[config.mk]
export PLATFORM = sky130hd
export DESIGN_NAME = cjb_io_debounce
export DESIGN_NICKNAME = d
export VERILOG_FILES = /design/src/rtl/cjb_io_pkg.sv /design/src/rtl/cjb_debounce_bit.sv /design/src/rtl/cjb_io_debounce.sv
export SDC_FILE = /design/constraint.sdc
export NUM_CORES = 1
export LEC_CHECK = 0
export CORE_MARGIN = 2
export CORE_UTILIZATION = 51
export CTS_CLUSTER_DIAMETER = 40
export DETAILED_ROUTE_END_ITERATION = 12
export DONT_BUFFER_PORTS = 1
export PLACE_DENSITY = 0.66
export SLEW_MARGIN = 20
export SYNTH_ARGS = -nofsm -noshare
export SYNTH_HDL_FRONTEND = slang
export SYNTH_HIERARCHICAL = 1
export SYNTH_SLANG_ARGS = --single-unit
[constraint.sdc]
create_clock -name Clock -period 3.49 [get_ports Clock]
set_clock_uncertainty 0.1 [all_clocks]
set_input_delay 0.349 -clock Clock [delete_from_list [all_inputs] [get_ports Clock]]
set_output_delay 0.349 -clock Clock [all_outputs]
set_load 0.02 [all_outputs]
[src/rtl/cjb_io_pkg.sv]
// Shared constants for the board input-conditioning stage (button + switches).
package cjb_io_pkg;

  localparam int   DB_CNT_DEFAULT = 500000;
  localparam logic PB_IDLE        = 1'b1;
  localparam logic SW_IDLE        = 1'b0;
  localparam int   NUM_SW         = 4;

  // Counter width max(1, clog2(db_cnt)); the counter only ever reaches db_cnt-1.
  function automatic int cnt_width(input int db_cnt);
    return (db_cnt <= 1) ? 1 : $clog2(db_cnt);
  endfunction

endpackage

[src/rtl/cjb_debounce_bit.sv]
// One debounce channel: 2-FF synchroniser, hold counter and accepted state,
// with a one-cycle upd pulse in the cycle the accepted state changes.
module cjb_debounce_bit
  import cjb_io_pkg::*;
#(
  parameter int   DB_CNT  = DB_CNT_DEFAULT,
  parameter logic RST_VAL = 1'b0
) (
  input  logic clk,
  input  logic rst_b,
  input  logic raw,
  output logic state,
  output logic upd
);

  localparam int           CW       = cnt_width(DB_CNT);
  localparam logic [CW-1:0] CNT_LAST = CW'(DB_CNT - 1);

  logic          sync_a;
  logic          sync_b;
  logic [CW-1:0] cnt;

  always_ff @(posedge clk) begin
    if (!rst_b) begin
      sync_a <= RST_VAL;
      sync_b <= RST_VAL;
      state  <= RST_VAL;
      cnt    <= '0;
      upd    <= 1'b0;
    end else begin
      sync_a <= raw;
      sync_b <= sync_a;
      upd    <= 1'b0;
      // Any return to the accepted level restarts the hold window.
      if (sync_b == state) begin
        cnt <= '0;
      end else if (cnt == CNT_LAST) begin
        state <= sync_b;
        cnt   <= '0;
        upd   <= 1'b1;
      end else begin
        cnt <= cnt + 1'b1;
      end
    end
  end

endmodule

[src/rtl/cjb_io_debounce.sv]
// Debounces the push-button and slide switches feeding the cjbRISC core and
// derives a button-press strobe and a switch-change strobe.
module cjb_io_debounce
  import cjb_io_pkg::*;
#(
  parameter int DB_CNT = DB_CNT_DEFAULT
) (
  input  logic              Clock,
  input  logic              Reset,
  input  logic              PB1_raw,
  input  logic [NUM_SW-1:0] SW_raw,
  output logic              PB1,
  output logic [NUM_SW-1:0] SW,
  output logic              PB1_press,
  output logic              SW_chg
);

  logic              pb_state;
  logic              pb_upd;
  logic [NUM_SW-1:0] sw_state;
  logic [NUM_SW-1:0] sw_upd;

  cjb_debounce_bit #(.DB_CNT(DB_CNT), .RST_VAL(PB_IDLE)) u_pb (
    .clk   (Clock),
    .rst_b (Reset),
    .raw   (PB1_raw),
    .state (pb_state),
    .upd   (pb_upd)
  );

  for (genvar i = 0; i < NUM_SW; i++) begin : g_sw
    cjb_debounce_bit #(.DB_CNT(DB_CNT), .RST_VAL(SW_IDLE)) u_sw (
      .clk   (Clock),
      .rst_b (Reset),
      .raw   (SW_raw[i]),
      .state (sw_state[i]),
      .upd   (sw_upd[i])
    );
  end

  // Both strobes are gates of flops that update on the same edge as the
  // levels, so they line up with the level change and carry no input path.
  assign PB1       = pb_state;
  assign SW        = sw_state;
  assign PB1_press = pb_upd & ~pb_state;
  assign SW_chg    = |sw_upd;

endmodule

==> impl_results.md <==
* Port bufs at 0
* Final WL at between 10,000 and 15,000 um
* Share of flip-flops with an asynchronous set or reset at 0%
* Hold-fix buffers, CTS at 6
* RSZ-0062 raised after global routing: false
* Least-Margin Pin Slew at between 0.8 and 0.9 ns
* CP Cell Sequence: dlygate4sd3_1 -> nand2_1 -> o21bai_2 -> a21oi_1
* DR vias at between 4k and 5k
* CP Buf/Inv Count at 1
* Sum of negative setup slack at 0 ns
* Predominant post-synthesis flop cell: dfxtp_1
* Synth area leader: dfxtp_1
* Hold_sp: u_pb/sync_a
* Nets at about 600
* Worst EP arrival at 2.39 ns
* Layout cells sized above 1 at a little over an eighth
* Fin crit share at between 50% and 60%
* Clock transition at path regs at about 0.05 ns
* Initial antenna violation count at 0
* Yosys warning total at 6
* CORE AREA at around 10,000 um^2
* Dpl cell area at around 5300 um^2
* Root Driver: clkbuf_8
* Synthesis-to-finish area growth at 12.3%
* Max-cap viol count at 0
* Crit path time final at roughly 2 ns
* DR DRC count at 0
* Final Hold Fails at 0
* WL/cell at roughly 14 um
* Avg Vias per Cell at approximately 5.6
* Crit-path max cell delay at about 1.1 ns
* CTS tree: built
* Die X at between 100 and 150 um
* Total power at a little under 3 mW
* Yosys reg bits at between 100 and 150
* DRC marker count from the first detailed-route iteration at 177
* Die Span Y at 106 um
* Clock Path Buffers at 2
* Worst r2r path cells at 4
* Num Clock Sinks at around 120
* First-pass DRT Iterations at 5
* Cell Area, Synth at 5280 um^2
* GRT overflow at 0
* Seq. cell area at approximately 2300 um^2
* Core Rows at 37
* Slowest cell on crit path: dlygate4sd3_1
* Syn_area_per_cell at ~9.1 um^2
* FF-to-FF Start: g_sw[1].u_sw/cnt[12]
* Commonest non-fill, non-tap cell in the layout: dfxtp_1
* Post-Synthesis Net Count at 590
* Post-route ant nets at 0
* Worst relative slew slack at approximately two fifths
* GRT Util Overall at ~20%
* Finished Layout Cells at around 730
* Number of synthesized flops with an enable pin at 0
* Critical path type: input pin to flip-flop
* Largest net degree at the start of global routing at 25
* Most frequent cells in the layout: dfxtp_1 (115), nor2_1 (82), nand2_1 (42), xnor2_1 (42), nand3_1 (32)
* R2r setup slk at between 1 and 1.5 ns
* Worst r2r dst: g_sw[1].u_sw/cnt[12]
* Final Cell Area at around 6000 um^2
* Worst EP required at about 3.8 ns
* Final Slew Violations at 0
* Worst min-delay path class: flip-flop to flip-flop
* Pwr dens at just under 500 nW/um^2
* Status: completed
* Clock insertion delay at the later pin of the skew report at 0.51 ns
* Distinct cells, synth at 42
* Seq/Total Area, Yosys at a little over two fifths
* Worst Hold Path EP: u_pb/sync_b
* Leak at 1.83 nW
* # diodes at 0
* Multi-input gate area at roughly 2800 um^2
* Die area at 11,200 um^2
* Setup Fix Bufs, Post-CTS at 0
* Htree depth at 4
* Final setup fails at 0
* Hold slack at 0.307 ns
* Effective utilization at floorplan at roughly half
* Worst Setup SP: Reset
* Post_cts resized at 0
* Fmax at roughly 490 MHz
* RD Place Congestion at around 0.88
* Top post-synthesis cells by area: dfxtp_1 (44%), xnor2_1 (7.0%), nor2_1 (5.8%)
* Number of global-route vias before repair at 3,854
* Inst Count DP at 697
* Critical path endpoint category: flip-flop
* Global-route wire length before repair at approximately 18,000 um
* Fillers at 906
* Family with the most delay on the worst path: buffers and inverters
* Hold path depth at 1
* CTS Buf Count at 17
* DP HPWL at just under 7000 um
* Crit-path max FO at 24
* Max rail drop VDD at 272 uV
* Startpoint Class: input pin
* Yosys top cell area share at around 44%
* IO Count at 14
* Synthesized instance count at around 580
## flip-flops by register name, indices dropped and copies added, names as in the netlist
register and flops:
g_sw.u_sw/cnt 76, u_pb/cnt 19, g_sw.u_sw/state 4, g_sw.u_sw/sync_a 4
g_sw.u_sw/sync_b 4, g_sw.u_sw/upd 4, u_pb/state 1, u_pb/sync_a 1
u_pb/sync_b 1, u_pb/upd 1
## cell type report
type / instances / area share, %
clock buffers: 25 / 8.68
repair buffers: 6 / 1.01
multi-input cells: 436 / 47.6
inverters: 10 / 0.633
flip-flops and latches: 115 / 38.9
clock inverters: 4 / 0.380
well taps: 136 / 2.87
## cells in the mapped netlist (all sizes together) (9+ instances only)
| library cell | instances |
|---|---|
| nor4 | 17 |
| o31ai | 10 |
| a21oi | 18 |
| nor2 | 90 |
| nand3 | 37 |
| xor2 | 30 |
| nand2 | 42 |
| xnor2 | 42 |
| nand4 | 36 |
| and2 | 17 |
| or4 | 11 |
| buf | 9 |
| inv | 10 |
| and4 | 15 |
| dfxtp | 115 |
| nor3 | 20 |
## kinds of logic (layout without fill, tap and decap cells)
kind of cell | count (synthesis) | count (layout) | synth area share, %
AOI/OAI and AO/OA | 46 | 46 | 6.19
and+or+nand+nor | 313 | 313 | 34.1
adders and majority gates | 5 | 5 | 1.19
DFF | 115 | 115 | 43.6
buffers and inverters | 27 | 45 | 2.94
xor gates and xnor gates | 72 | 72 | 12.0
## through the flow
step	utilization [%]	setup slack, ns
5_1_grt	58.2	1.25
3_3_place_gp	52.3	1.58
4_1_cts	58.2	1.44
3_5_place_dp	52.3	1.51
2_1_floorplan	-	1.85
6_report	58.2	1.44
## layer usage
layer	track usage [%]	vias up	part of all wire (%)
met1	25.5	1911	47
li1	-	2074	-
met3	6.18	14	4.8
met2	31.2	88	47
met4	7.42	0	1.3
met5	0	-	0
## worst max path at each step
| stage | end | slack, ns | depth (start not counted) |
|---|---|---|---|
| 2_1_floorplan | u_pb/cnt[18] | 1.85 | 5 |
| 3_3_place_gp | g_sw[0].u_sw/cnt[5] | 1.58 | 4 |
| 3_5_place_dp | g_sw[1].u_sw/cnt[12] | 1.51 | 4 |
| 4_1_cts | g_sw[1].u_sw/cnt[17] | 1.44 | 4 |
| 5_1_grt | g_sw[1].u_sw/cnt[17] | 1.25 | 4 |
| 6_report | g_sw[1].u_sw/cnt[17] | 1.44 | 4 |
## where the power goes
group / leakage, nW / switching (mW) / internal (mW)
Sequential: 0.928 / 0.00444 / 1.32
Clock: 0.268 / 0.551 / 0.987
Combinational: 0.636 / 0.0168 / 0.0111
Note: power is estimated with default switching activity, not from simulation.
